## src/rtl/cp0_mmu_sync_pkg.sv

```systemverilog
// Shared definitions for the CP0 <-> MMU shadow sync engine: FSM states,
// transfer direction codes and the default slot-to-CP0-register map.
package cp0_mmu_sync_pkg;

  typedef enum logic [2:0] {
    ST_IDLE  = 3'd0,
    ST_PUSH  = 3'd1,
    ST_DRAIN = 3'd2,
    ST_PULL  = 3'd3,
    ST_DONE  = 3'd4
  } sync_state_t;

  localparam logic SYNC_DIR_PUSH = 1'b0;
  localparam logic SYNC_DIR_PULL = 1'b1;

  // Slot 0 in the low bits: Index, Random, EntryLo0, EntryLo1, Context, PageMask, Wired, EntryHi
  localparam logic [39:0] SYNC_DEFAULT_REG_MAP = {5'd10, 5'd6, 5'd5, 5'd4, 5'd3, 5'd2, 5'd1, 5'd0};

endpackage

```

## src/rtl/cp0_mmu_sync_next_slot.sv

```systemverilog
// Combinational priority encoder: lowest set bit of mask at or above index from.
// none is high when no candidate remains.
module sync_next_slot #(
  parameter int NUM_REGS = 8,
  parameter int K_W      = $clog2(NUM_REGS) + 1
) (
  input  logic [NUM_REGS-1:0] mask,
  input  logic [K_W-1:0]      from,
  output logic [K_W-1:0]      slot,
  output logic                none
);

  // Scan downwards so the lowest qualifying slot is the last one written.
  always_comb begin
    slot = '0;
    none = 1'b1;
    for (int i = NUM_REGS - 1; i >= 0; i--) begin
      if (mask[i] && (K_W'(i) >= from)) begin
        slot = K_W'(i);
        none = 1'b0;
      end
    end
  end

endmodule

```

## src/rtl/cp0_mmu_sync.sv

```systemverilog
// Moves CP0 register values to/from the MMU shadow copies, one slot per cycle.
// Optional dirty tracking (push only the slots written by MTC0): CP0_MMU_SYNC_DIRTY_EN.
module cp0_mmu_sync
  import cp0_mmu_sync_pkg::*;
#(
  parameter int                        DATA_W   = 32,
  parameter int                        NUM_REGS = 8,
  parameter int                        IDX_W    = 5,
  parameter logic [NUM_REGS*IDX_W-1:0] REG_MAP  = SYNC_DEFAULT_REG_MAP
) (
  input  logic                       clk,
  input  logic                       res_n,
  input  logic                       start,
  input  logic                       dir,
  input  logic                       flush,
  input  logic [NUM_REGS-1:0]        pull_mask,
  output logic                       busy,
  output logic                       done,
  output logic                       cp0_re,
  output logic                       cp0_we,
  output logic [IDX_W-1:0]           cp0_rd,
  output logic [2:0]                 cp0_sel,
  input  logic [DATA_W-1:0]          cp0_rdata,
  output logic [DATA_W-1:0]          cp0_wdata,
  input  logic [NUM_REGS*DATA_W-1:0] mmu_rdata,
  output logic [NUM_REGS*DATA_W-1:0] shadow,
  output logic                       shadow_valid
`ifdef CP0_MMU_SYNC_DIRTY_EN
  ,
  input  logic                       cp0_wr_strobe,
  input  logic [IDX_W-1:0]           cp0_wr_rd
`endif
);

  localparam int K_W = $clog2(NUM_REGS) + 1;

  sync_state_t          state_reg, state_next;
  logic [K_W-1:0]       k_reg, k_next;
  logic [K_W-1:0]       cap_slot_reg, cap_slot_next;
  logic                 cap_valid_reg, cap_valid_next;
  logic [NUM_REGS-1:0]  mask_reg, mask_next;
  logic                 shadow_valid_reg, shadow_valid_next;
  logic [IDX_W-1:0]     rd_hold_reg, map_rd;
  logic [DATA_W-1:0]    wdata_hold_reg, mmu_slot;
  logic                 cur_masked, capture_en, pull_wr;
  logic [NUM_REGS-1:0]  push_mask, enc_mask, cap_hit, pull_hit;
  logic [K_W-1:0]       enc_from, enc_slot;
  logic                 enc_none;
  logic [DATA_W-1:0]    shadow_reg [NUM_REGS];

  always_comb begin
    map_rd     = '0;
    mmu_slot   = '0;
    cur_masked = 1'b0;
    for (int i = 0; i < NUM_REGS; i++) begin
      if (k_reg == K_W'(i)) begin
        map_rd     = REG_MAP[i*IDX_W +: IDX_W];
        mmu_slot   = mmu_rdata[i*DATA_W +: DATA_W];
        cur_masked = mask_reg[i];
      end
    end
  end

  generate
    for (genvar gi = 0; gi < NUM_REGS; gi++) begin : g_slot
      assign cap_hit[gi]  = capture_en && (cap_slot_reg == K_W'(gi));
      assign pull_hit[gi] = pull_wr && (k_reg == K_W'(gi));
      assign shadow[gi*DATA_W +: DATA_W] = shadow_reg[gi];
    end
  endgenerate

`ifdef CP0_MMU_SYNC_DIRTY_EN
  logic [NUM_REGS-1:0] dirty_reg, dirty_set;

  generate
    for (genvar gi = 0; gi < NUM_REGS; gi++) begin : g_dirty
      assign dirty_set[gi] = flush || (cp0_wr_strobe && (cp0_wr_rd == REG_MAP[gi*IDX_W +: IDX_W]));
    end
  endgenerate

  // A strobe landing on the slot being captured wins, so a racing MTC0 is re-pushed.
  always_ff @(posedge clk or negedge res_n) begin
    if (!res_n) dirty_reg <= '1;
    else        dirty_reg <= (dirty_reg & ~(cap_hit | pull_hit)) | dirty_set;
  end

  assign push_mask = shadow_valid_reg ? dirty_reg : '1;
`else
  assign push_mask = '1;
`endif

  always_comb begin
    enc_mask = mask_reg;
    enc_from = k_reg + K_W'(1);
    if (state_reg == ST_IDLE) begin
      enc_mask = push_mask;
      enc_from = '0;
    end
  end

  sync_next_slot #(.NUM_REGS(NUM_REGS), .K_W(K_W)) u_next_slot (
    .mask (enc_mask),
    .from (enc_from),
    .slot (enc_slot),
    .none (enc_none)
  );

  always_comb begin
    state_next        = state_reg;
    k_next            = k_reg;
    mask_next         = mask_reg;
    cap_slot_next     = cap_slot_reg;
    cap_valid_next    = cap_valid_reg;
    shadow_valid_next = shadow_valid_reg;
    capture_en        = 1'b0;
    pull_wr           = 1'b0;
    case (state_reg)
      ST_IDLE: begin
        cap_valid_next = 1'b0;
        if (start && !flush) begin
          k_next = '0;
          if (dir == SYNC_DIR_PULL) begin
            mask_next  = pull_mask;
            state_next = ST_PULL;
          end else begin
            mask_next = push_mask;
            if (enc_none) begin
              state_next = ST_DONE;
            end else begin
              k_next     = enc_slot;
              state_next = ST_PUSH;
            end
          end
        end
      end
      ST_PUSH: begin
        // Data for the previously addressed slot arrives while the next read issues.
        capture_en     = cap_valid_reg;
        cap_slot_next  = k_reg;
        cap_valid_next = 1'b1;
        if (enc_none) state_next = ST_DRAIN;
        else          k_next     = enc_slot;
      end
      ST_DRAIN: begin
        capture_en        = cap_valid_reg;
        cap_valid_next    = 1'b0;
        shadow_valid_next = 1'b1;
        state_next        = ST_DONE;
      end
      ST_PULL: begin
        pull_wr = cur_masked;
        if (k_reg == K_W'(NUM_REGS - 1)) state_next = ST_DONE;
        else                             k_next     = k_reg + K_W'(1);
      end
      ST_DONE: state_next = ST_IDLE;
      default: state_next = ST_IDLE;
    endcase
    if (flush && (state_reg != ST_IDLE)) begin
      state_next        = ST_IDLE;
      shadow_valid_next = 1'b0;
      cap_valid_next    = 1'b0;
      capture_en        = 1'b0;
      pull_wr           = 1'b0;
    end
  end

  always_ff @(posedge clk or negedge res_n) begin
    if (!res_n) begin
      state_reg        <= ST_IDLE;
      k_reg            <= '0;
      mask_reg         <= '0;
      cap_slot_reg     <= '0;
      cap_valid_reg    <= 1'b0;
      shadow_valid_reg <= 1'b0;
      rd_hold_reg      <= '0;
      wdata_hold_reg   <= '0;
    end else begin
      state_reg        <= state_next;
      k_reg            <= k_next;
      mask_reg         <= mask_next;
      cap_slot_reg     <= cap_slot_next;
      cap_valid_reg    <= cap_valid_next;
      shadow_valid_reg <= shadow_valid_next;
      rd_hold_reg      <= cp0_rd;
      wdata_hold_reg   <= cp0_wdata;
    end
  end

  always_ff @(posedge clk or negedge res_n) begin
    if (!res_n) begin
      for (int i = 0; i < NUM_REGS; i++) shadow_reg[i] <= '0;
    end else begin
      for (int i = 0; i < NUM_REGS; i++) begin
        if (cap_hit[i])       shadow_reg[i] <= cp0_rdata;
        else if (pull_hit[i]) shadow_reg[i] <= mmu_rdata[i*DATA_W +: DATA_W];
      end
    end
  end

  assign busy         = (state_reg != ST_IDLE);
  assign done         = (state_reg == ST_DONE);
  assign cp0_re       = (state_reg == ST_PUSH);
  assign cp0_we       = (state_reg == ST_PULL) && cur_masked;
  assign cp0_rd       = (cp0_re || cp0_we) ? map_rd : rd_hold_reg;
  assign cp0_wdata    = cp0_we ? mmu_slot : wdata_hold_reg;
  assign cp0_sel      = 3'd0;
  assign shadow_valid = shadow_valid_reg;

endmodule

```

## config.mk

```make
export PLATFORM = sky130hd
export DESIGN_NAME = cp0_mmu_sync
export DESIGN_NICKNAME = d
export VERILOG_FILES = /design/src/rtl/cp0_mmu_sync_pkg.sv /design/src/rtl/cp0_mmu_sync_next_slot.sv /design/src/rtl/cp0_mmu_sync.sv
export SDC_FILE = /design/constraint.sdc
export NUM_CORES = 1
export LEC_CHECK = 0
export CORE_AREA = 2 2 236 238
export DETAILED_ROUTE_END_ITERATION = 12
export DIE_AREA = 0 0 238 240
export PLACE_DENSITY_LB_ADDON = 0.12
export RECOVER_POWER = 50
export SLEW_MARGIN = 20
export SYNTH_ARGS = -nofsm -noshare
export SYNTH_HDL_FRONTEND = slang
export SYNTH_SLANG_ARGS = --single-unit
```

## constraint.sdc

```tcl
create_clock -name clk -period 2.5 [get_ports clk]
set_input_delay 0.25 -clock clk [delete_from_list [all_inputs] [get_ports clk]]
set_output_delay 0.25 -clock clk [all_outputs]
set_load 0.005 [all_outputs]
```

# Word-level counts from Yosys, hierarchy flattened
# Index checks and enable logic that the tools add are counted.
[op_classes]
addsub = 1
magnitude_cmp = 8
eq_ne = 24
mux = 81
reduce_logical = 49
[op_table]
columns = ["op", "n"]
rows = [
  ["32-bit 2-to-1 mux", 25],
  ["3-bit 2-to-1 mux", 14],
  ["4-bit by 3-bit equality test with 1-bit output, second input constant", 8],
  ["5-bit 2-to-1 mux", 6],
  ["1-bit logical AND", 27],
  ["1-bit 2-to-1 mux", 24],
  ["4-bit 2-to-1 mux", 6],
  ["2-bit nonzero test", 9],
  ["4-bit by 2-bit equality test with 1-bit output, second input constant", 4],
  ["3-bit by 4-bit >= comparator with 1-bit output, first input constant", 4],
  ["8-bit 2-to-1 mux", 2],
  ["3-bit one-hot mux with 4 select lines", 1],
  ["4-bit one-hot mux with 3 select lines", 1],
  ["3-bit nonzero test", 3],
  ["4-bit by 1-bit equality test with 1-bit output, second input constant", 2],
  ["1-bit by 4-bit >= comparator with 1-bit output, first input constant", 2],
  ["2-bit by 4-bit >= comparator with 1-bit output, first input constant", 2],
  ["4-bit zero test", 2],
  ["3-bit by 2-bit equality test with 1-bit output, second input constant", 2],
  ["3-bit by 1-bit inequality test with 1-bit output, second input constant", 2],
  ["4-bit by 1-bit adder with 4-bit output, second input constant", 1],
  ["2-bit inequality test, second input constant", 2],
  ["4-bit AND reduction", 1],
  ["2-bit OR reduction", 2],
  ["other kinds (11)", 11],
]
[word_totals]
reg_bits = 314
input_bits = 301
out_inout_bits = 301
wordCells = 179

# Depth between registers and ports, before layout
# Gate-level depths: netlist (run 1).
[depth]
ltp_word = 17
ltp_mapped = 12
depth_no_buf = 8

# Modules after synthesis
# Synthesis (run 1) repeated with hierarchy kept, for this count alone.
[hier_totals]
cells_unflattened = 1884
hier_area_um2 = 17550.6
[modules_own_cells]
columns = ["mod", "n_inst", "cells_per_inst", "area_per_inst_um2", "seq_area_each_um2"]
rows = [
  ["cp0_mmu_sync", 1, 1843, 17280.3, 7857.5],
  ["sync_next_slot", 1, 41, 270.3, 0.0],
]

# Least setup slack after synthesis (run 1)
# Ideal clock, no wire load.
[synth_path]
kind = "register to output"
startpoint = "reg k_reg[0]"
endpoint = "out cp0_wdata[10]"
arrival_time_ps = 2443
required_time_ps = 2250
path_slack_ps = -193
stages_incl_launch_ff = 13
n_path_buf = 4
path_cell_list = "dfrtp_1 > clkbuf_1 > inv_1 > ha_1 > buf_4 > and3b_1 > a21oi_1 > o32a_4 > a21boi_4 > buf_2 > buf_2 > nor2_1 > a31oi_1"
[synth_between]
elab_chain_len = 11
elab_cells_between_ends = 26
cone_classes = "eq/ne: 7; mux: 17; reduce/logical: 2"
[synth_lines]
columns = ["element", "line", "source"]
rows = [
  ["start: declaration", "cp0_mmu_sync.sv:38", "logic [K_W-1:0] k_reg, k_next;"],
  ["start signal: assignment", "cp0_mmu_sync.sv:179", "k_reg <= k_next;"],
  ["4-bit zero test", "cp0_mmu_sync.sv:56", "if (k_reg == K_W'(i)) begin"],
  ["1-bit 2-to-1 mux (8 in series)", "cp0_mmu_sync.sv:56", ""],
  ["1-bit logical AND", "cp0_mmu_sync.sv:203", "assign cp0_we = (state_reg == ST_PULL) && cur_masked;"],
  ["32-bit 2-to-1 mux *", "cp0_mmu_sync.sv:205", "assign cp0_wdata = cp0_we ? mmu_slot : wdata_hold_reg;"],
  ["end: declaration", "cp0_mmu_sync.sv:24", "output logic [DATA_W-1:0] cp0_wdata,"],
]
# Mark *: on every way between the ends. The rest lies on a longest branch, timed or not.

# Final worst setup path (run 1)
[layout_path]
startpoint = "reg k_reg[0]"
endpoint = "out cp0_rd[0]"
[layout_between]
elab_chain_len = 12
elab_cells_between_ends = 26
cone_classes = "eq/ne: 7; mux: 16; reduce/logical: 3"
[layout_lines]
columns = ["element", "line", "source"]
rows = [
  ["4-bit zero test", "cp0_mmu_sync.sv:56", ""],
  ["1-bit 2-to-1 mux (8 in series)", "cp0_mmu_sync.sv:56", ""],
  ["1-bit logical AND", "cp0_mmu_sync.sv:203", ""],
  ["1-bit logical OR", "cp0_mmu_sync.sv:204", "assign cp0_rd = (cp0_re || cp0_we) ? map_rd : rd_hold_reg;"],
  ["5-bit 2-to-1 mux *", "cp0_mmu_sync.sv:204", ""],
  ["end: declaration", "cp0_mmu_sync.sv:21", "output logic [IDX_W-1:0] cp0_rd,"],
]
# Marks and branches as above.

==> run_results.csv, run 1 <==
group,metric,value,unit
place,place_congestion,0.922,
layout,final_common_cell,"clkdlybuf4s50_1",
yosys,seq_area_frac_synth,43.9,%
yosys,yosys_warnings,0,
routing,drc_errors,0,
layout,fin_util,53.8,%
cts,insertion_delay,0.56,ns
yosys,ys_types,74,
timing,rsz0062_at_grt,"yes",
floorplanning,io_pins,602,
setup_path,slowest_delay,0.43,ns
grt,grt_util_all_layers,30.5,%
power_and_ir_drop,power.leakage,13.0,nW
floorplanning,dieArea,57100,um^2
yosys,synth_top_cell_by_area,"dfrtp_1",
setup_path,r2r-end,"shadow[221]",
grt,grt_overflow,0,
setup_path,cp.required,2.25,ns
cts,htreeDepth,2,
routing,vias_per_cell,5.32,
cts,cts_root_buf,"clkbuf_16",
timing,fin_skew,0.0152,ns
floorplanning,core_area,54700,um^2
floorplanning,start_util,32.8,%
setup_path,crit_slowest_cell,"dfrtp_2",
min_path,hp-class,"in -> reg",
yosys,synth_flop_cell,"dfrtp_1",
cts,cts_tree,"yes",
setup_path,r2r_slack,-0.48,ns
yosys,ys_ff_latch,314,
grt,antenna_found_initial,13,
layout,layout_common_cells,"510 x clkdlybuf4s50_1, 313 x dfrtp_1, 275 x nand2_1, 154 x buf_4, 136 x nor2_1",
routing,drt_first_pass_iters,5,
setup_path,endpoint_kind,"output port",
min_path,hold_path_depth,3,
job,maxCapViolations,0,
routing,via_count,17800,
setup_path,worstPathMaxFanout,8,
floorplanning,die-height,240,um
grt,grt_pass1_wl,127000,um
setup_path,worstPathCellList,"buf_6 > ha_4 > buf_6 > nand3b_1 > o21a_1 > a21boi_4 > buf_12 > buf_16 > nor2_4 > buf_4 > mux2_2 > buf_2",
timing,finalMaxSlewViolations,0,
power_and_ir_drop,total_power,0.0216,W
yosys,synth.top_cell.area_share,43.9,%
setup_path,crit_family,"buffers and inverters",
setup_path,reg2reg_depth,14,
yosys,async_flop_share,100,%
timing,hold_viol_final,0,
setup_path,crit_top_cell,"buf_6",
yosys,syn_avg_cell_area,9.78,um^2
cts,clk_pin_slew,0.06,ns
layout,largest_reg_flops,256,
setup_path,critPathLaunchType,"register",
timing,setup_viol,170,
power_and_ir_drop,vdd_ir_drop_max,0.591,mV
routing,wl,91000,um
cts,clock_sink_count,314,
setup_path,criticalPathCategory,"reg -> out",
routing,drtAntennaViolNets,0,
timing,worstMarginPinSlew,1.38,ns
grt,grt_pass1_vias,18200,
timing,max_freq,0.314,GHz
place,numPortBuffers,598,
layout,layout.nets,2907,
min_path,hold_end,"wdata_hold_reg[21]",
setup_path,r2r-start,"k_reg[0]",
timing,layout_min_cycle_time,3.18,ns
layout,drive_gt1_share,28.1,%
yosys,synth_edf_count,0,
yosys,syn_area,17900,um^2
timing,hold_slack,0.314,ns
power_and_ir_drop,power_density,733,nW/um^2
cts,cts_max_path_buffers,3,
layout,syn_to_final_growth,64.2,%
outcome,outcome,"finished with violations",
setup_path,cp.arrival,2.93,ns
floorplanning,rows,86,
floorplanning,die_width,238,um
routing,drt_iter0_drc,1026,
timing,post-route-period-util,127,%
yosys,synthCells,1833,
grt,grt_max_degree,88,
timing,relSlewSlack,7.91,%
cts,cts_buffers,40,
timing,fin_ws,-0.680,ns
yosys,yosys-top-cells-area,"dfrtp_1 44%, mux2_2 15%, mux2i_1 7.2%",
place,place_hpwl,62700,um
min_path,hp-start,"mmu_rdata[245]",
setup_path,crit_buf_inv,6,
outcome,violations,"setup timing",
routing,wire_per_inst,27.2,um
## Yosys cell counts (3+ instances only)
master and n:
dfrtp_1 314, nand2_1 281, mux2_2 234, o21ai_0 156, nor2_1 146, mux2i_1 129, a21oi_1 109, clkbuf_1 81
a31oi_1 47, inv_1 35, mux2_4 30, nand2b_1 26, buf_2 24, o211ai_1 24, o21ai_1 21, nor2b_1 19
buf_6 18, buf_1 16, nand3b_1 13, a32oi_1 7, and2_1 7, nor3_1 7, buf_4 5, nand4_1 5
and3_1 4, ha_1 4, nand3_1 4, o22ai_1 4, a21oi_4 3, a221oi_1 3, a22oi_1 3, nor3b_1 3
or2_2 3
## cell families after synthesis
logic type      share of synthesized area, %
other cells                           0.0209
flops                                   43.9
simple gates                            13.0
buf+inv                                 4.80
xor+xnor                               0.196
mux                                     24.4
compound gates                          13.4
fa+ha+maj                              0.279
## tightest hold or removal path: stages
cell,delay [ns]
clkdlybuf4s50_1,0.43
nand2_1,0.07
a31oi_1,0.09
## timing repair
action	in CTS	in global routing
gates cloned	22	6
pin swaps	42	45
setup buffers	67	20
endpoints found under the setup margin	174	196
gates resized for setup	382	95
hold buffers	1	0
hold endpoints to repair	75	0
## final cells by class
cell class              instances  area (um^2)
multi-input cells            1341        10200
repair buffers                869         9010
flip-flops and latches        314         7860
clock inverters                14          130
well taps                     704          881
inverters                      36          138
fillers                      4964        25200
clock buffers                  56         1150
diodes                          9         22.5
## worst max path at each step
stage | end | startpoint | depth (start not counted)
2_1_floorplan | shadow[100] | k_reg[0] | 11
3_3_place_gp | cp0_wdata[30] | k_reg[0] | 11
3_5_place_dp | cp0_rd[0] | k_reg[0] | 10
4_1_cts | cp0_rd[0] | k_reg[0] | 12
5_1_grt | cp0_rd[0] | k_reg[0] | 12
6_report | cp0_rd[0] | k_reg[0] | 12
## layer usage
metal  track usage, %  up-vias  routed length (um)
met4             10.5        6                3220
met2             52.7      730               44400
met1             37.8     8902               37200
met3             6.42      156                6180
li1                 -     7976                   -
met5                0        -                  34
## where the power goes
group | total, W | leakage, nW | internal (W) | switching (W)
clock network | 0.00581 | 0.638 | 0.00341 | 0.00240
registers | 0.00666 | 4.18 | 0.00604 | 0.000613
logic | 0.00910 | 8.23 | 0.00470 | 0.00441
## stage by stage
| step | area (um^2) | cells | TNS (ns) | setup slack (ns) |
|---|---|---|---|---|
| 2_1_floorplan | 18000 | 1835 | 0 | 0.0109 |
| 3_3_place_gp | 25900 | 3160 | -20.46 | -0.439 |
| 3_5_place_dp | 25900 | 3160 | -25.58 | -0.518 |
| 4_1_cts | 29000 | 3317 | -46.97 | -0.641 |
| 5_1_grt | 29400 | 3342 | -78.56 | -0.753 |
| 6_report | 29400 | 3343 | -66.74 | -0.680 |
Power figures use the tool's default switching activity.
==> inputs of run 2 (changes only) <==
--- a/config.mk
+++ b/config.mk
@@ -8,8 +8,10 @@
 export CORE_AREA = 2 2 236 238
 export DETAILED_ROUTE_END_ITERATION = 12
 export DIE_AREA = 0 0 238 240
+export MAX_ROUTING_LAYER = met4
 export PLACE_DENSITY_LB_ADDON = 0.12
 export RECOVER_POWER = 50
+export SETUP_SLACK_MARGIN = 0.1
 export SLEW_MARGIN = 20
 export SYNTH_ARGS = -nofsm -noshare
 export SYNTH_HDL_FRONTEND = slang
==> run 2 against run 1 <==
Compared with the run above: the run ends with capacitance limit, slew limit, setup timing left; global-route usage grew 1.2 points; first-iteration DRC count grew 51%; power grew 1.3%; via count grew 2.3%; flip-flop and latch count is the same; clock skew grew 0.016 ns; critical path depth grew 1; non-clock buffer count grew 32; final area grew 2.7%; clock-buffer cell count grew 2; register-to-register slack lost 0.17 ns; critical path type unchanged; highest routed layer is now met4.
==> run_results.csv, run 2 (synthesis gave the netlist of run 1 again) <==
group,metric,value,unit
layout,syn_to_final_growth,68.6,%
cts,htreeDepth,2,
timing,finalMaxSlewViolations,61,
grt,grt_pass1_wl,128000,um
outcome,violations,"capacitance limit, slew limit, setup timing",
routing,wire_per_inst,28.5,um
grt,grt_util_all_layers,31.7,%
routing,drc_errors,0,
setup_path,critPathLaunchType,"register",
floorplanning,start_util,32.8,%
place,place_hpwl,65400,um
grt,grt_overflow,0,
layout,largest_reg_flops,256,
outcome,outcome,"finished with violations",
timing,post-route-period-util,130,%
place,numPortBuffers,598,
routing,drt_first_pass_iters,6,
floorplanning,dieArea,57100,um^2
cts,cts_max_path_buffers,3,
min_path,hp-class,"in -> reg",
routing,vias_per_cell,5.38,
setup_path,slowest_delay,0.46,ns
timing,setup_viol,178,
floorplanning,die-height,240,um
setup_path,cp.arrival,2.99,ns
place,pre_cts_ws,-0.501,ns
power_and_ir_drop,total_power,0.0219,W
timing,rsz0062_at_grt,"yes",
timing,worstMarginPinSlew,1.85,ns
grt,grt_pass1_vias,17800,
cts,clk_pin_slew,0.06,ns
cts,clock_sink_count,314,
cts,cts_tree,"yes",
setup_path,crit_slowest_cell,"dfrtp_2",
cts,cts_buffers,40,
timing,hold_slack,0.322,ns
layout,final_common_cell,"clkdlybuf4s50_1",
layout,fin_cells,3376,
timing,fin_ws,-0.744,ns
setup_path,r2r_slack,-0.65,ns
cts,insertion_delay,0.58,ns
layout,drive_gt1_share,29.5,%
place,placed_cells,3185,
floorplanning,rows,86,
setup_path,worstPathMaxFanout,7,
routing,via_count,18200,
routing,drt_iter0_drc,1550,
setup_path,endpoint_kind,"output port",
timing,relSlewSlack,-23.0,%
floorplanning,io_pins,602,
timing,hold_viol_final,0,
grt,antenna_found_initial,13,
setup_path,cp.required,2.25,ns
layout,layout_common_cells,"549 x clkdlybuf4s50_1, 312 x dfrtp_1, 274 x nand2_1, 151 x buf_4, 133 x mux2_4",
place,place_congestion,0.949,
routing,drtAntennaViolNets,0,
routing,wl,96200,um
setup_path,crit_top_cell,"buf_12",
setup_path,criticalPathCategory,"reg -> out",
timing,fin_skew,0.0316,ns
timing,max_freq,0.308,GHz
job,maxCapViolations,1,
floorplanning,core_area,54700,um^2
power_and_ir_drop,power_density,723,nW/um^2
grt,grt_max_degree,61,
power_and_ir_drop,power.leakage,13.2,nW
power_and_ir_drop,vdd_ir_drop_max,0.431,mV
setup_path,worstPathCellList,"clkinv_4 > ha_4 > buf_12 > o32a_4 > a21boi_4 > buf_12 > buf_4 > buf_12 > buf_8 > buf_6 > nor2_2 > a21oi_2 > buf_2",
floorplanning,die_width,238,um
timing,layout_min_cycle_time,3.24,ns
layout,layout.nets,2939,
cts,cts_root_buf,"clkbuf_16",
[run 2: worst paths after layout]
path	from	end	depth (start not counted)
min	mmu_rdata[236]	wdata_hold_reg[12]	3
max reg2reg	k_reg[0]	shadow[107]	15
min in group asynchronous	res_n	wdata_hold_reg[31]	2
max in group asynchronous	res_n	shadow[221]	3
min reg2reg	shadow[100]	shadow[100]	1
max	k_reg[0]	cp0_wdata[2]	13
[run 2: final cells by class]
class	count	area, um^2
Fill cell	4831	24400
Multi-Input combinational cell	1341	10300
Timing Repair Buffer	901	9750
Sequential cell	314	7860
Clock buffer	58	1160
Tap cell	704	881
Inverter	36	143
Clock inverter	9	66.3
Antenna cell	13	32.5
[run 2: repair_timing]
item                                   4_1_cts  5_1_grt
resized for setup                          304      203
pin swaps                                   29       27
hold buffers                                 1        0
endpoints found under the hold margin       51        0
cloned                                      14       23
setup endpoints to repair                  263      314
setup buffers                               52       43
[run 2: through the flow]
| stage | setup TNS, ns | utilization [%] | instance area [um^2] |
|---|---|---|---|
| after floorplan | 0 | - | 18000 |
| after detailed placement | -60.39 | 48.0 | 26300 |
| after CTS | -48.16 | 52.8 | 28900 |
| after global placement | -46.96 | 48.0 | 26300 |
| after global routing | -115.38 | 55.3 | 30200 |
| final | -93.68 | 55.3 | 30200 |
[run 2: where the power goes]
| part | switching (W) | internal [W] |
|---|---|---|
| Sequential | 0.000712 | 0.00605 |
| Combinational | 0.00454 | 0.00493 |
| Clock | 0.00241 | 0.00322 |
[run 2: critical path, delay by kind of cell (launching register included)]
kind | cells | cell delay [ns]
AO/OA/AOI/OAI | 3 | 0.71
adder cells (fa/ha/maj) | 1 | 0.20
buffers and inverters | 8 | 1.02
flip-flops | 1 | 0.46
AND/OR/NAND/NOR | 1 | 0.04
[run 2: per-layer routing]
metal	part of all wire, %	vias to the layer above	GRT usage (%)
li1	-	8046	-
met3	6.6	174	5.28
met5	0	-	-
met2	47	858	50.3
met4	3.9	0	11.2
met1	43	9096	41.0
